[config.mk]
export PLATFORM = sky130hd
export DESIGN_NAME = simple_mem_arbiter
export DESIGN_NICKNAME = d
export VERILOG_FILES = /design/src/rtl/simple_processor_pkg.sv /design/src/rtl/simple_mem_arbiter.sv
export SDC_FILE = /design/constraint.sdc
export NUM_CORES = 1
export LEC_CHECK = 0
export CAP_MARGIN = 40
export CORE_ASPECT_RATIO = 0.8
export CORE_MARGIN = 4
export CORE_UTILIZATION = 36
export DETAILED_ROUTE_END_ITERATION = 6
export PLACE_DENSITY = 0.87
export SLEW_MARGIN = 20
export SYNTH_ARGS = -nofsm -noshare
export SYNTH_HDL_FRONTEND = slang
export SYNTH_SLANG_ARGS = --single-unit
[constraint.sdc]
create_clock -name clk_i -period 1.8 [get_ports clk_i]
set_input_delay 0.36 -clock clk_i [delete_from_list [all_inputs] [get_ports clk_i]]
set_output_delay 0.36 -clock clk_i [all_outputs]
set_load 0.02 [all_outputs]
[src/rtl/simple_processor_pkg.sv]
// Shared processor bus widths.
// Elaboration-time constants only; no timing or flow control here.
// Consumers size their address and data ports from these values.
package simple_processor_pkg;
    localparam int ADDR_WIDTH = 16;
    localparam int DATA_WIDTH = 16;
endpackage

[src/rtl/simple_mem_arbiter.sv]
// Shares one memory port between instruction fetch and data access, data side first.
// Latency: mem_req_o one cycle after a request is sampled; ack forwarded in the mem_ack_i cycle.
// Backpressure: requests hold until ack; memory wait is unbounded; one idle bubble between grants.
module simple_mem_arbiter #(
    parameter int ADDR_WIDTH      = simple_processor_pkg::ADDR_WIDTH,
    parameter int DATA_WIDTH      = simple_processor_pkg::DATA_WIDTH,
    parameter int MAX_DMEM_STREAK = 4
) (
    input  logic                  clk_i,
    input  logic                  rst_i,
    input  logic                  imem_req_i,
    input  logic [ADDR_WIDTH-1:0] imem_addr_i,
    output logic [DATA_WIDTH-1:0] imem_rdata_o,
    output logic                  imem_ack_o,
    input  logic                  dmem_req_i,
    input  logic                  dmem_we_i,
    input  logic [ADDR_WIDTH-1:0] dmem_addr_i,
    input  logic [DATA_WIDTH-1:0] dmem_wdata_i,
    output logic [DATA_WIDTH-1:0] dmem_rdata_o,
    output logic                  dmem_ack_o,
    output logic                  mem_req_o,
    output logic                  mem_we_o,
    output logic [ADDR_WIDTH-1:0] mem_addr_o,
    output logic [DATA_WIDTH-1:0] mem_wdata_o,
    input  logic [DATA_WIDTH-1:0] mem_rdata_i,
    input  logic                  mem_ack_i,
    output logic                  busy_o,
    output logic                  spurious_ack_o
);

    localparam int SW = $clog2(MAX_DMEM_STREAK + 1);
    localparam logic [SW-1:0] STREAK_MAX = SW'(MAX_DMEM_STREAK);

    typedef enum logic [1:0] {
        IDLE    = 2'd0,
        GRANT_I = 2'd1,
        GRANT_D = 2'd2
    } state_t;

    state_t        state;
    logic [SW-1:0] streak;
    logic          imem_starved;

    // Fetch has waited through a full streak of data grants: it wins this round.
    assign imem_starved = imem_req_i && (streak == STREAK_MAX);

    always_ff @(posedge clk_i) begin
        if (rst_i) begin
            state          <= IDLE;
            mem_req_o      <= 1'b0;
            mem_we_o       <= 1'b0;
            mem_addr_o     <= '0;
            mem_wdata_o    <= '0;
            streak         <= '0;
            busy_o         <= 1'b0;
            spurious_ack_o <= 1'b0;
        end else begin
            case (state)
                IDLE: begin
                    if (mem_ack_i) begin
                        spurious_ack_o <= 1'b1;
                    end
                    if (dmem_req_i && !imem_starved) begin
                        state       <= GRANT_D;
                        mem_req_o   <= 1'b1;
                        mem_we_o    <= dmem_we_i;
                        mem_addr_o  <= dmem_addr_i;
                        mem_wdata_o <= dmem_wdata_i;
                        busy_o      <= 1'b1;
                        if (imem_req_i && (streak != STREAK_MAX)) begin
                            streak <= streak + 1'b1;
                        end
                    end else if (imem_req_i) begin
                        state       <= GRANT_I;
                        mem_req_o   <= 1'b1;
                        mem_we_o    <= 1'b0;
                        mem_addr_o  <= imem_addr_i;
                        mem_wdata_o <= '0;
                        busy_o      <= 1'b1;
                        streak      <= '0;
                    end
                end
                GRANT_I, GRANT_D: begin
                    // Returning to IDLE on ack creates the bubble that prevents double service.
                    if (mem_ack_i) begin
                        state     <= IDLE;
                        mem_req_o <= 1'b0;
                        busy_o    <= 1'b0;
                    end
                end
                default: begin
                    state     <= IDLE;
                    mem_req_o <= 1'b0;
                    busy_o    <= 1'b0;
                end
            endcase
        end
    end

    assign imem_ack_o   = (state == GRANT_I) && mem_ack_i;
    assign dmem_ack_o   = (state == GRANT_D) && mem_ack_i;
    assign imem_rdata_o = imem_ack_o ? mem_rdata_i : '0;
    assign dmem_rdata_o = dmem_ack_o ? mem_rdata_i : '0;

endmodule

== Word level (Yosys, flattened, before mapping) ==
Cells that the tools add are included.
Widths: inputs -> output; s select.
Storage, ports and cells
  bits in registers: 40
  bits in latches: 0
  bits in writable memories: 0
  memory bits (read-only): 0
  input bits: 70
  output and inout port bits: 70
  memories: 0
Operators by class
  add/subtract/negate cells: 1
  multipliers: 0
  div/mod/pow operators: 0
  $lt $le $gt $ge: 0
  eq/ne operators: 7
  shifts and indexed selects: 0
  muxes and demuxes: 19
  bitwise logic cells: 0
  reduce and logical (&&, ||, !) cells: 13
Operator list (number)
  $mux 16: 6
  $mux 3: 3
  $mux 2: 3
  $ne 3x3->1 const B: 2
  $reduce_and 2->1: 3
  $logic_and 1x1->1: 5
  $mux 1: 5
  $pmux 2 s2: 1
  $add 3x1->3 const B: 1
  $eq 3x3->1 const B: 1
  $reduce_and 3->1: 1
  $eq 2x1->1 const B: 1
  $eq 2x2->1 const B: 1
  $logic_not 2->1: 1
  $ne 2x1->1 const B: 1
  $ne 2x2->1 const B: 1
  $pmux 1 s2: 1
  $reduce_bool 2->1: 1
  $reduce_or 2->1: 1
  $logic_not 1->1: 1

== Logic depth before layout (Yosys ltp) ==
Gate-level depths: netlist (run 1).
  depth in word-level cells: 6
  depth in mapped cells: 7

== Worst setup path after synthesis (run 1) ==
No wires, ideal clock.
  path type: reg-to-output
  start point: reg state[0]
  end point: out dmem_rdata_o[15]
  arrival time: 1088 ps
  required time: 1440 ps
  path slack: 352 ps
  stages on the path, launching flop included: 5
  buffers on the path: 1
  cell sequence: dfxtp_1 > inv_1 > ha_1 > clkbuf_1 > and3_1
Between the ends
  word-level cells in the longest chain between the ends: 3
RTL lines
  start: declaration: line simple_mem_arbiter.sv:40  | state_t state;
  start signal: assignment: line simple_mem_arbiter.sv:49  | state <= IDLE;
  start signal: assignment: line simple_mem_arbiter.sv:64  | state <= GRANT_D;
  start signal: assignment: line simple_mem_arbiter.sv:74  | state <= GRANT_I;
  $eq 2x2->1: line simple_mem_arbiter.sv:101  | assign dmem_ack_o = (state == GRANT_D) && mem_ack_i;
  $logic_and 1x1->1: line simple_mem_arbiter.sv:101
  $mux 16: line simple_mem_arbiter.sv:103  | assign dmem_rdata_o = dmem_ack_o ? mem_rdata_i : '0;
  end: declaration: line simple_mem_arbiter.sv:19  | output logic [DATA_WIDTH-1:0] dmem_rdata_o,
Every way passes these cells.

== Final worst setup path (run 1) ==
  start point: reg state[0]
  end point: out dmem_rdata_o[7]
The elaborated chain is that of the path after synthesis.

==> impl_metrics.toml, run 1 <==
[status]
status = "finished, final reports clean"

[final_layout]
seqCellArea_sq_um = 806
diodes = 0
multi_input_area_sq_mm = 0.00117
finalNetCount = 469
fill_cells = 513
area_growth_pct = 68.3
drive_gt1_share_pct = 21.5
fin_util_pct = 64.6

[pwr]
p_sw_uw = 823
seqPwrFrac_pct = 39.5
p_leak_uw = 0.00155
p_int_uw = 1760
p_sw_share_pct = 31.8
comb_power_share_pct = 36.5
powerDensity_mw_per_mm2 = 710
power_frac_clock_pct = 24.0
vdd_drop_max_v = 0.000395

[cts]
post_cts_buffers = 0
numCtsBuffers = 5
ctsHoldBuffers = 0
clockRootBuffer = "clkbuf_8"
clk_latency_ns = 0.29
cts_tree = "yes"
numClockSinks = 40
ctsLongestPathBuffers = 2
path_clk_slew_ns = 0.08
htree_levels = 2

[die]
die_w_microns = 94.7
rows = 24
core_area_sq_mm = 0.00565
initial_core_util_pct = 38.4
die_height_microns = 77.4
fp.dieArea_sq_mm = 0.00733
ioPinCount = 140

[critical_path]
cp_cell_sequence = "inv_1, ha_4, and3_1, clkdlybuf4s15_2"
cp_max_fo = 17
end_kind = "output port"
reg2reg_slack_ns = 0.15
r2r_start = "state[0]"
startpoint_type = "flop"
arrival_ns = 1.38
critPathBufInv = 2
cp_slowest_cell = "dfxtp_2"
critPathMaxStageDelay_ns = 0.33
worstSetupPathType = "reg2out"
worstPathRequired_ns = 1.44
critPathLaunch = "state[0]"
cp_top_family = "buffers and inverters"

[global_routing]
grt_pass1_wl_mm = 11.4
grt_util_all_layers_pct = 18.9
antenna_found_initial = 0
overflow = 0
grt_max_degree = 35
grt_pass1_vias = 2366

[synth]
synth_area_leaders = "dfxtp_1, and3_1, a311oi_2, nand4_1, a21oi_1"
yosysSeqAreaShare_pct = 37.0
syn_inst = 258
synth_edf_count = 0
synth.cell_area_sq_mm = 0.00217
yosys.area.top_type = "dfxtp_1"
synth_warnings = 0
synth_ff_type = "dfxtp_1"
synth-seq-cells = 40
synth_nets = 333
synth_commonest_cells = "dfxtp_1, and3_1, a21oi_1"
synth_cell_types = 27
synthMostInstantiatedCell = "dfxtp_1"
ys_async_sr_fraction_pct = 0
synth_top_area_share_pct = 37.0
synth_area_per_cell_sq_um = 8.39

[sta]
tightestPinTransition_ns = 0.486
finalSetupViolations = 0
fin_crit_sh_pct = 96.4
timing.hold.ws_ns = 0.457
relSlewSlack_pct = 67.6
drv_slew = 0
min_period_ns = 1.74
finalClockSkew_ns = 0.00529
finalHoldViolCount = 0
grt_setup_unrepaired = "false"
fin_ws_ns = 0.0641
finalSetupTns_ns = 0
fmax_mhz = 576

[flow_run]
maxCapViolations = 0

[detailed_routing]
first_pass_iters = 4
ant_nets = 0
route.detailed.drc = 0
wl_per_cell_microns = 15.6
num_vias = 2438
drt_wl_total_mm = 7.36
first_iter_violations = 130
via_per_inst = 5.15

[placed_design]
pre_cts_ws_ns = -0.388
dp.final_hpwl_mm = 5.48
portBuffers = 139
place_congestion = 0.784

[min_path]
hp-start = "mem_wdata_o[0]"
hold_class = "reg2reg"
[worst min-delay path, cell delays in order, from the launching register on]
cell and delay [ns]:
dfxtp_1 0.31, nand2_1 0.05, a21oi_1 0.05
[worst paths after layout]
check	endpoint	depth (start not counted)
max reg2reg	mem_addr_o[13]	7
min reg2reg	mem_wdata_o[0]	2
max	dmem_rdata_o[7]	4
min	mem_wdata_o[0]	2
[power groups by stage]
stage                     logic, uW  registers [uW]  clock network, uW
final                           945            1020                621
after global routing           1020            1030                680
after CTS                       957            1020                638
after detailed placement        956            1040                  0
after global placement          937            1040                  0
after floorplan                 395            1140                  0
[logic make-up after synthesis]
| group | share of synthesized area (%) |
|---|---|
| buffers and inverters | 9.36 |
| flip-flops | 37.0 |
| AND/OR/NAND/NOR | 28.6 |
| adder cells (fa/ha/maj) | 2.89 |
| AO/OA/AOI/OAI | 22.2 |
[cells in the final DEF (no fill, tap or decap), types with 2 or more instances in the layout]
cell type and instances:
clkdlybuf4s50_1 103, dfxtp_1 38, and3_1 33, buf_2 32, a21oi_1 24, nand2_1 21, nand4_1 20, nor2_1 17
nand3_1 16, buf_4 13, o21ai_0 11, o21ai_2 10, a311oi_2 10, a311oi_1 6, clkbuf_8 6, buf_12 5
inv_1 4, ha_1 4, and2_1 3, nor3b_1 2, clkbuf_1 2, clkdlybuf4s15_2 2
[per-stage QoR]
| step | instances | power (uW) | instance area [sq um] |
|---|---|---|---|
| detailed placement | 464 | 2000 | 3660 |
| floorplan | 258 | 1530 | 2170 |
| finish | 473 | 2590 | 3640 |
| global placement | 464 | 1970 | 3660 |
| global route | 473 | 2730 | 3640 |
| CTS | 473 | 2620 | 3730 |
[flip-flops by register name (all words and copies together) (netlist names)]
signal and cells:
mem_addr_o 16, spurious_ack_o 1, mem_we_o 1, state 2, busy_o 1, mem_wdata_o 16, streak 3
[what timing repair did]
action | 4_1_cts | 5_1_grt
endpoints found under the setup margin | 34 | 18
cloned | 1 | 0
gates resized for setup | 122 | 17
endpoints found under the hold margin | 0 | 0
pin swaps | 0 | 1
[metal layers]
metal / GRT usage [%] / up-vias / routed length, microns
li1: - / 1209 / -
met1: 21.6 / 1130 / 2920
met2: 34.1 / 97 / 3580
met3: 7.06 / 2 / 833
met4: 2.88 / 0 / 23
met5: 0 / - / 0
[area by class of cell]
cell class / count / area share [%]
repair buffers: 158 / 40.0
multi-input cells: 184 / 32.2
flip-flops and latches: 40 / 22.1
well taps: 78 / 2.68
clock buffers: 8 / 2.47
inverters: 5 / 0.515
Power figures use the tool's default switching activity.
==> run 2: changes to the inputs <==
--- a/config.mk
+++ b/config.mk
@@ -7,7 +7,7 @@
 export LEC_CHECK = 0
 export CAP_MARGIN = 40
 export CORE_ASPECT_RATIO = 0.8
-export CORE_MARGIN = 4
+export CORE_MARGIN = 2
 export CORE_UTILIZATION = 36
 export DETAILED_ROUTE_END_ITERATION = 6
 export PLACE_DENSITY = 0.87
==> run 2 against run 1 <==
  * Sequential cell count is the same
  * Largest cell class unchanged
  * Critical path type unchanged
  * Largest power group unchanged
  * Fmax shrank 0.37%
  * Design area grew 1.6%
  * Core utilization shrank 1.2 points
  * Sequential power is essentially flat
==> impl_metrics.toml, run 2 (synthesis gave the netlist of run 1 again) <==
[status]
status = "finished, final reports clean"

[placed_design]
place_congestion = 0.770
dp_cells = 467
pre_cts_ws_ns = -0.380
dp.final_hpwl_mm = 5.06
portBuffers = 139
postPlaceCellArea_sq_mm = 0.00368

[sta]
finalSetupViolations = 0
relSlewSlack_pct = 68.0
tightestPinTransition_ns = 0.480
finalClockSkew_ns = 0.00670
fin_crit_sh_pct = 96.8
fmax_mhz = 574
grt_setup_unrepaired = "false"
drv_slew = 0
finalHoldViolCount = 0
min_period_ns = 1.74
timing.hold.ws_ns = 0.461
fin_ws_ns = 0.0577

[final_layout]
final_area_sq_mm = 0.00370
final_cell_mix = "clkdlybuf4s50_1, dfxtp_1, and3_1"
fill_cells = 516
diodes = 0
area_growth_pct = 71.1
drive_gt1_share_pct = 22.7
finalNetCount = 470
multi_input_area_sq_mm = 0.00118
seqCellArea_sq_um = 803
mostFrequentLayoutCell = "clkdlybuf4s50_1"
finalNonFillerCells = 477
reg_top3 = "mem_addr_o x16, mem_wdata_o x16, streak x3"

[global_routing]
grt_util_all_layers_pct = 19.7
grt_max_degree = 34
antenna_found_initial = 0
grt_pass1_vias = 2391
overflow = 0
grt_pass1_wl_mm = 10.8

[die]
die_w_microns = 90.7
core_area_sq_mm = 0.00585
initial_core_util_pct = 37.0
rows = 25
die_height_microns = 73.4
fp.dieArea_sq_mm = 0.00666
ioPinCount = 140

[critical_path]
cp_cell_sequence = "buf_4, ha_4, and3_1, clkdlybuf4s15_2"
cp_max_fo = 17
cp_slowest_cell = "dfxtp_2"
worstPathRequired_ns = 1.44
critPathMaxStageDelay_ns = 0.33
critPathBufInv = 2
reg2regPathDepth = 7
cp_top_family = "buffers and inverters"
end_kind = "output port"
arrival_ns = 1.38
startpoint_type = "flop"
worstSetupPathType = "reg2out"
path_depth = 4

[pwr]
powerDensity_mw_per_mm2 = 729
p_leak_uw = 0.00156
vdd_drop_max_v = 0.000476
finalPower_uw = 2700

[flow_run]
maxCapViolations = 0

[cts]
ctsLongestPathBuffers = 2
numClockSinks = 40
path_clk_slew_ns = 0.08
clockRootBuffer = "clkbuf_8"
numCtsBuffers = 5
cts_tree = "yes"
htree_levels = 2
clk_latency_ns = 0.29

[min_path]
hold_class = "reg2reg"
min_delay_path_depth = 2

[detailed_routing]
via_per_inst = 5.20
wl_per_cell_microns = 14.4
drt_wl_total_mm = 6.87
first_pass_iters = 5
num_vias = 2481
ant_nets = 0
route.detailed.drc = 0
first_iter_violations = 117
run 2: final timing paths:
kind | start | to | slack (ns)
min | mem_wdata_o[13] | mem_wdata_o[13] | 0.46
min reg2reg | mem_wdata_o[13] | mem_wdata_o[13] | 0.46
max reg2reg | state[0] | mem_addr_o[6] | 0.22
max | state[1] | dmem_rdata_o[3] | 0.06
run 2: repair_timing:
action	4_1_cts	5_1_grt
setup buffers	1	0
setup endpoints to repair	34	34
resized for setup	103	32
cloned	1	0
hold buffers	0	0
pin swaps	0	1
run 2: cell type report:
type                       count  share of cell area, %
inverter                       5                  0.507
sequential                    40                   21.7
clock inverter                 3                   1.15
clock buffer                   5                   1.86
timing repair buffer         159                   40.2
multi-input combinational    184                   31.8
tap                           81                   2.74
run 2: report_power, final:
part | leakage, uW | total [uW] | switching [uW] | internal, uW
Clock | 0.0000541 | 727 | 316 | 410
Sequential | 0.000331 | 1020 | 46.9 | 974
Combinational | 0.00118 | 953 | 466 | 487
Total | 0.00156 | 2700 | 829 | 1870
run 2: worst register-to-register path: cells and delay by family, from the launching register on:
kind                     cells  cell delay (ns)
AO/OA/AOI/OAI                2             0.45
buffers and inverters        3             0.43
flip-flops                   1             0.34
adder cells (fa/ha/maj)      1             0.22
AND/OR/NAND/NOR              1             0.07
run 2: metal layers:
| metal | vias to the layer above | track usage [%] | wire, microns |
|---|---|---|---|
| li1 | 1215 | - | - |
| met1 | 1161 | 22.0 | 2890 |
| met2 | 101 | 38.4 | 3500 |
| met3 | 4 | 4.21 | 447 |
| met4 | 0 | 5.13 | 34 |
| met5 | - | 0 | 0 |
run 2: per-stage QoR:
step                      util (%)  setup TNS (ns)
after floorplan                  -               0
after global placement        62.9          -11.54
after detailed placement      62.9          -11.96
after CTS                     66.2               0
after global routing          63.3               0
final                         63.3               0
==> run 3: changes to the inputs <==
--- a/config.mk
+++ b/config.mk
@@ -10,6 +10,7 @@
 export CORE_MARGIN = 2
 export CORE_UTILIZATION = 36
 export DETAILED_ROUTE_END_ITERATION = 6
+export GPL_ROUTABILITY_DRIVEN = 0
 export PLACE_DENSITY = 0.87
 export SLEW_MARGIN = 20
 export SYNTH_ARGS = -nofsm -noshare
==> results of run 3 <==
No change in the layout: final DEF, timing and power equal those of run 2.
